==> src/rtl/seq_approx_div_pkg.sv <==
// Shared types and helpers for the sequential approximate divider.
//   state_t      : controller states IDLE / BUSY / DONE
//   exact_cell   : full-subtractor cell, returns {bout, diff}
//   approx_cell  : approximate subtractor cell, returns {bout, diff}
//   widths_ok    : elaboration-time parameter sanity check
package seq_approx_div_pkg;

    typedef enum logic [1:0] {
        IDLE = 2'd0,
        BUSY = 2'd1,
        DONE = 2'd2
    } state_t;

    function automatic logic [1:0] exact_cell(input logic x, input logic y, input logic bin);
        logic diff;
        logic bout;
        diff = x ^ y ^ bin;
        bout = (~x & y) | (~(x ^ y) & bin);
        return {bout, diff};
    endfunction

    // Cheap cell: the borrow simply alternates along the chain, so the
    // carry path is a chain of inverters instead of a majority function.
    function automatic logic [1:0] approx_cell(input logic x, input logic y, input logic bin);
        logic diff;
        logic bout;
        diff = x | (y ^ bin);
        bout = ~bin;
        return {bout, diff};
    endfunction

    // Dividend must be wider than divisor, the row needs at least two
    // columns, and approximate rows cannot exceed the quotient width.
    function automatic bit widths_ok(input int n_w, input int d_w, input int approx_rows);
        return (n_w > d_w) && (d_w >= 2) && (approx_rows >= 0) && (approx_rows <= n_w - d_w);
    endfunction

endpackage

==> src/rtl/seq_approx_divider_row.sv <==
// One restoring-division row: D_WIDTH-bit subtractor cell chain.
//   p      : in  current partial remainder
//   n_bit  : in  dividend bit shifted into the trial value
//   y      : in  divisor
//   approx : in  1 = approximate cells for the whole row
//   p_next : out partial remainder after this row
//   q_bit  : out quotient bit produced by this row
module div_sub_row
    import seq_approx_div_pkg::*;
#(
    parameter int D_WIDTH = 8
) (
    input  logic [D_WIDTH-1:0] p,
    input  logic               n_bit,
    input  logic [D_WIDTH-1:0] y,
    input  logic               approx,
    output logic [D_WIDTH-1:0] p_next,
    output logic               q_bit
);

    logic [D_WIDTH-1:0] x;
    logic [D_WIDTH-1:0] diff;
    logic [D_WIDTH:0]   borrow;

    assign x         = {p[D_WIDTH-2:0], n_bit};
    assign borrow[0] = 1'b0;

    generate
        for (genvar gi = 0; gi < D_WIDTH; gi++) begin : g_col
            logic [1:0] e_cell;
            logic [1:0] a_cell;
            assign e_cell = exact_cell(x[gi], y[gi], borrow[gi]);
            assign a_cell = approx_cell(x[gi], y[gi], borrow[gi]);
            assign {borrow[gi+1], diff[gi]} = approx ? a_cell : e_cell;
        end
    endgenerate

    // The bit shifted out of P acts as a ninth trial bit: if it is set the
    // trial value is certainly >= divisor, whatever the borrow says.
    assign q_bit  = p[D_WIDTH-1] | ~borrow[D_WIDTH];
    assign p_next = q_bit ? diff : x;

endmodule

==> src/rtl/seq_approx_divider.sv <==
// Iterative restoring divider, one quotient bit per clock, with optional
// approximate cells on the APPROX_ROWS least-significant quotient rows.
//   clk, rst            : clock, synchronous active-high reset
//   in_valid/in_ready   : operand handshake (n, d, approx_en)
//   out_valid/out_ready : result handshake (q, r, ovf, dbz)
//   ovf                 : top D_WIDTH bits of n >= d (also set when d == 0)
//   dbz                 : divisor is zero
// Optional macro SEQ_APPROX_DIV_SHADOW_EN adds an always-exact shadow row
// and the ports q_exact, r_exact and err.
module seq_approx_divider
    import seq_approx_div_pkg::*;
#(
    parameter int N_WIDTH     = 16,
    parameter int D_WIDTH     = 8,
    parameter int APPROX_ROWS = 6
) (
    input  logic                       clk,
    input  logic                       rst,
    input  logic                       in_valid,
    output logic                       in_ready,
    input  logic [N_WIDTH-1:0]         n,
    input  logic [D_WIDTH-1:0]         d,
    input  logic                       approx_en,
    output logic                       out_valid,
    input  logic                       out_ready,
    output logic [N_WIDTH-D_WIDTH-1:0] q,
    output logic [D_WIDTH-1:0]         r,
    output logic                       ovf,
`ifdef SEQ_APPROX_DIV_SHADOW_EN
    output logic [N_WIDTH-D_WIDTH-1:0] q_exact,
    output logic [D_WIDTH-1:0]         r_exact,
    output logic                       err,
`endif
    output logic                       dbz
);

    localparam int Q_WIDTH = N_WIDTH - D_WIDTH;
    localparam int K_W     = (Q_WIDTH > 1) ? $clog2(Q_WIDTH) : 1;
    localparam bit CFG_OK  = widths_ok(N_WIDTH, D_WIDTH, APPROX_ROWS);

    localparam logic [K_W-1:0] K_LAST     = K_W'(Q_WIDTH - 1);
    localparam logic [K_W:0]   APPROX_LIM = (K_W + 1)'(APPROX_ROWS);

    generate
        if (!CFG_OK) begin : g_bad_cfg
            $error("seq_approx_divider: illegal N_WIDTH/D_WIDTH/APPROX_ROWS");
        end
    endgenerate

    state_t             state_q, state_d;
    logic [Q_WIDTH-1:0] n_q, n_d;       // only the bits fed into rows are kept
    logic [D_WIDTH-1:0] d_q, d_d;
    logic               approx_q, approx_d;
    logic [D_WIDTH-1:0] p_q, p_d;
    logic [Q_WIDTH-1:0] q_q, q_d;
    logic [K_W-1:0]     k_q, k_d;
    logic               ovf_q, ovf_d;
    logic               dbz_q, dbz_d;

    logic [D_WIDTH-1:0] row_p;
    logic               row_q;
    logic               row_approx;
    logic [D_WIDTH-1:0] n_top;

    assign n_top      = n[N_WIDTH-1 -: D_WIDTH];
    assign row_approx = approx_q && ({1'b0, k_q} < APPROX_LIM);

    div_sub_row #(.D_WIDTH(D_WIDTH)) u_row (
        .p      (p_q),
        .n_bit  (n_q[k_q]),
        .y      (d_q),
        .approx (row_approx),
        .p_next (row_p),
        .q_bit  (row_q)
    );

`ifdef SEQ_APPROX_DIV_SHADOW_EN
    logic [D_WIDTH-1:0] ps_q, ps_d;
    logic [Q_WIDTH-1:0] qs_q, qs_d;
    logic [D_WIDTH-1:0] srow_p;
    logic               srow_q;

    div_sub_row #(.D_WIDTH(D_WIDTH)) u_shadow_row (
        .p      (ps_q),
        .n_bit  (n_q[k_q]),
        .y      (d_q),
        .approx (1'b0),
        .p_next (srow_p),
        .q_bit  (srow_q)
    );
`endif

    always_comb begin
        state_d  = state_q;
        n_d      = n_q;
        d_d      = d_q;
        approx_d = approx_q;
        p_d      = p_q;
        q_d      = q_q;
        k_d      = k_q;
        ovf_d    = ovf_q;
        dbz_d    = dbz_q;
`ifdef SEQ_APPROX_DIV_SHADOW_EN
        ps_d     = ps_q;
        qs_d     = qs_q;
`endif
        case (state_q)
            IDLE: begin
                if (in_valid) begin
                    n_d      = n[Q_WIDTH-1:0];
                    d_d      = d;
                    approx_d = approx_en;
                    p_d      = n_top;
                    q_d      = '0;
                    k_d      = K_LAST;
                    ovf_d    = (n_top >= d);   // d == 0 makes this true as well
                    dbz_d    = (d == '0);
`ifdef SEQ_APPROX_DIV_SHADOW_EN
                    ps_d     = n_top;
                    qs_d     = '0;
`endif
                    state_d  = BUSY;
                end
            end
            BUSY: begin
                p_d      = row_p;
                q_d[k_q] = row_q;
`ifdef SEQ_APPROX_DIV_SHADOW_EN
                ps_d      = srow_p;
                qs_d[k_q] = srow_q;
`endif
                if (k_q == '0) begin
                    state_d = DONE;
                end else begin
                    k_d = k_q - 1'b1;
                end
            end
            DONE: begin
                if (out_ready) begin
                    state_d = IDLE;
                end
            end
            default: state_d = IDLE;
        endcase
    end

    always_ff @(posedge clk) begin
        if (rst) begin
            state_q  <= IDLE;
            n_q      <= '0;
            d_q      <= '0;
            approx_q <= 1'b0;
            p_q      <= '0;
            q_q      <= '0;
            k_q      <= '0;
            ovf_q    <= 1'b0;
            dbz_q    <= 1'b0;
`ifdef SEQ_APPROX_DIV_SHADOW_EN
            ps_q     <= '0;
            qs_q     <= '0;
`endif
        end else begin
            state_q  <= state_d;
            n_q      <= n_d;
            d_q      <= d_d;
            approx_q <= approx_d;
            p_q      <= p_d;
            q_q      <= q_d;
            k_q      <= k_d;
            ovf_q    <= ovf_d;
            dbz_q    <= dbz_d;
`ifdef SEQ_APPROX_DIV_SHADOW_EN
            ps_q     <= ps_d;
            qs_q     <= qs_d;
`endif
        end
    end

    assign in_ready  = (state_q == IDLE);
    assign out_valid = (state_q == DONE);
    assign q         = q_q;
    assign r         = p_q;
    assign ovf       = ovf_q;
    assign dbz       = dbz_q;
`ifdef SEQ_APPROX_DIV_SHADOW_EN
    assign q_exact   = qs_q;
    assign r_exact   = ps_q;
    assign err       = (q_q != qs_q) | (p_q != ps_q);
`endif

endmodule

==> config.mk <==
export PLATFORM = sky130hd
export DESIGN_NAME = seq_approx_divider
export DESIGN_NICKNAME = d
export VERILOG_FILES = /design/src/rtl/seq_approx_div_pkg.sv /design/src/rtl/seq_approx_divider_row.sv /design/src/rtl/seq_approx_divider.sv
export SDC_FILE = /design/constraint.sdc
export NUM_CORES = 1
export LEC_CHECK = 0
export ABC_AREA = 1
export CAP_MARGIN = 30
export CORE_UTILIZATION = 45
export CTS_BUF_LIST = sky130_fd_sc_hd__clkbuf_16
export CTS_CLUSTER_SIZE = 25
export DETAILED_ROUTE_END_ITERATION = 10
export HOLD_SLACK_MARGIN = 0.03
export PLACE_DENSITY = 0.71
export SYNTH_ARGS = -nofsm -noshare
export SYNTH_HDL_FRONTEND = slang
export SYNTH_HIERARCHICAL = 1
export SYNTH_SLANG_ARGS = --single-unit
export TNS_END_PERCENT = 50
==> constraint.sdc <==
create_clock -name clk -period 8.55 [get_ports clk]
set_input_delay 1.71 -clock clk [delete_from_list [all_inputs] [get_ports clk]]
set_output_delay 1.71 -clock clk [all_outputs]
set_load 0.005 [all_outputs]
==> impl_results.md <==
- Synthesized cell area: 2540 µm²
- Clk Latency, worst-skew pair: 280 ps
- Initial Util: 48.2%
- Max Freq: 159 MHz
- Root Driver: clkbuf_16
- WL per Instance: 12.0 µm
- Pins Over Slew Limit: 0
- Final Hold Slack: 457 ps
- Number of gates resized after cts: 0
- Syn_nets: 414
- Reg area: 801 µm²
- Fraction of layout instances using a drive strength above 1: 8.13%
- Count of final setup violators: 0
- Area grow syn2layout: 23.0%
- Clock transition at the registers of the reported paths: 60 ps
- Synth area leaders: dfxtp_1, nand2_1, nor2_1
- Vias: 2,399
- I/O pin count: 49
- Post-detail-place hpwl: 4170 µm
- Number of global-route vias before repair: 2,123
- Setup TNS: 0 ps
- Clock H-tree levels: 2
- First-pass GRT wire length: 9800 µm
- Met2 Use GR: 31.7%
- Type of the worst setup path: reg -> reg
- 1st-iter DRT viols: 177
- Final worst path period need: roughly 6300 ps
- Core area: about 5300 µm²
- Ys flop type: dfxtp_1
- Post-DP Area: 2980 µm²
- Syn avg cell area: 6.94 µm²
- Top post-synthesis cells by count: nand2_1, nor2_1, dfxtp_1
- Final layout net count: 453
- PwrDens: 205 nW/µm²
- Met3 Use GR: about 3.8%
- Gpl congestion: 0.815
- Tightest Pin Transition: approximately 560 ps
- Async SR Flop Fraction: 0%
- M1 GR Usage: 28.8%
- Routed wire length: 5700 µm
- # clock sinks: 40
- Most common cell in the netlist: nand2_1
- DR DRC count: 0
- Fillers: 539
- Arrival time worst endpoint: approximately 6500 ps
- CTS Buf Count: 5
- EDFF count, synth: 0
- Via density: about 5.0
- Status: completed
- Die Ht: 77.1 µm
- Synth warn: 6
- Post-Syn Instances: 366
- Peak supply drop: 0.0835 mV
- Footprint of the multi-input gates: 1460 µm²
- CP max stage cell: dfxtp_1
- Yosys top cell by area: dfxtp_1
- Max cap viols: 0
- Max incr delay on CP: 420 ps
- Final core utilization: 59.3%
- Clock skew: 6.91 ps
- Cts hold-fix bufs: 0
- # rows: 26
- RSZ-0062 raised after global routing: no
- Tot Pwr: 0.640 mW
- Die area: 5950 µm²
- P_leak: ~1.4 nW
- Largest net degree at the start of global routing: 35
- Rel. slew slack: 62.6%
- Total Routing Usage GR: 20.7%
- Synth top area share: 31.5%
- I/O Buffers: 48
- Worst-path maximum fanout: 15
- HP Class: reg -> reg
- Data required, critical path: 8770 ps
- Cell area after layout: 3120 µm²
- Seq cells post-synth: 40
- GRT Residual Overflow: 0
- Fin crit share: 73.4%
- Critical Path End Type: register
- CP most frequent cell: fa_1
- Buffer levels on the longest clock path: 2
- CTS tree: done
- Synth unique cells: 32
- Die X: 77.1 µm
- 1st-pass router iterations: 4
- Grt peak-use layer: met2
- Setup bufs post-CTS: 0
- Final Hold Fails: 0
- N_diodes: 0
- Seq/Total Area, Yosys: 31.5%
- DRT antenna net count: 0
- Initial antenna violation count: 0
- Critical Path Source Type: register
==> final timing paths <==
path,cells after the start,endpoint,start,slack (ps)
max,30,q[0],k_q[0],2280
min,2,q[1],q[1],460
max reg2reg,30,q[0],k_q[0],2280
min reg2reg,2,q[1],q[1],460
==> worst max-delay path: cells and delay by family, from the launching register on <==
family | cells | cell delay (ps)
fa+ha+maj | 8 | 2780
buf+inv | 4 | 590
compound gates | 2 | 290
flops | 1 | 420
simple gates | 16 | 2090
==> report_power, final <==
part	switching (mW)	internal (mW)	total (mW)	leakage, nW
sequential	0.0223	0.207	0.229	0.329
clock	0.0744	0.106	0.180	0.0687
combinational	0.133	0.0975	0.231	0.960
==> flip-flops by register name, summed over array words and instances (netlist names) <==
name      count
approx_q      1
q             8
k_q           3
ovf           1
n_q           8
r             8
dbz           1
state_q       2
d_q           8
==> layout by cell type, fill, tap and decap left out, drive strengths merged <==
| cell type | n |
|---|---|
| and2 | 1 |
| clkinv | 1 |
| nor3 | 1 |
| inv | 38 |
| and3 | 1 |
| nand2 | 104 |
| fa | 7 |
| clkdlybuf4s50 | 48 |
| nand4 | 6 |
| clkinvlp | 1 |
| dfxtp | 40 |
| a211oi | 1 |
| a21oi | 37 |
| clkbuf | 5 |
| nor2 | 53 |
| buf | 1 |
| o21ai | 28 |
| nand3 | 12 |
| ha | 12 |
| or2 | 9 |
==> metrics by stage <==
| stage | instances | setup WS (ps) |
|---|---|---|
| 5_1_grt | 476 | 1790 |
| 6_report | 476 | 2280 |
| 2_1_floorplan | 366 | 3030 |
| 4_1_cts | 476 | 2290 |
| 3_3_place_gp | 468 | 2520 |
| 3_5_place_dp | 468 | 2310 |
==> logic make-up (layout without fill, tap and decap cells) <==
kind of cell,Yosys count,in the layout,share of synthesized area [%]
simple gates,187,187,32.0
compound gates,66,66,14.1
buf+inv,54,94,10.8
flops,40,40,31.5
fa+ha+maj,19,19,11.4
==> final cells by class <==
cell class,count,share of cell area [%]
Tap cell,70,2.80
Timing Repair Buffer,49,15.6
Clock inverter,3,0.481
Sequential cell,40,25.6
Inverter,37,4.61
Clock buffer,5,4.01
Multi-Input combinational cell,272,46.8
==> per-layer routing <==
| metal | vias up | wire [µm] |
|---|---|---|
| met4 | 0 | 80 |
| met5 | - | 0 |
| met3 | 7 | 269 |
| met1 | 1090 | 2830 |
| met2 | 64 | 2510 |
| li1 | 1238 | - |
(Power assumes the default switching activity.)
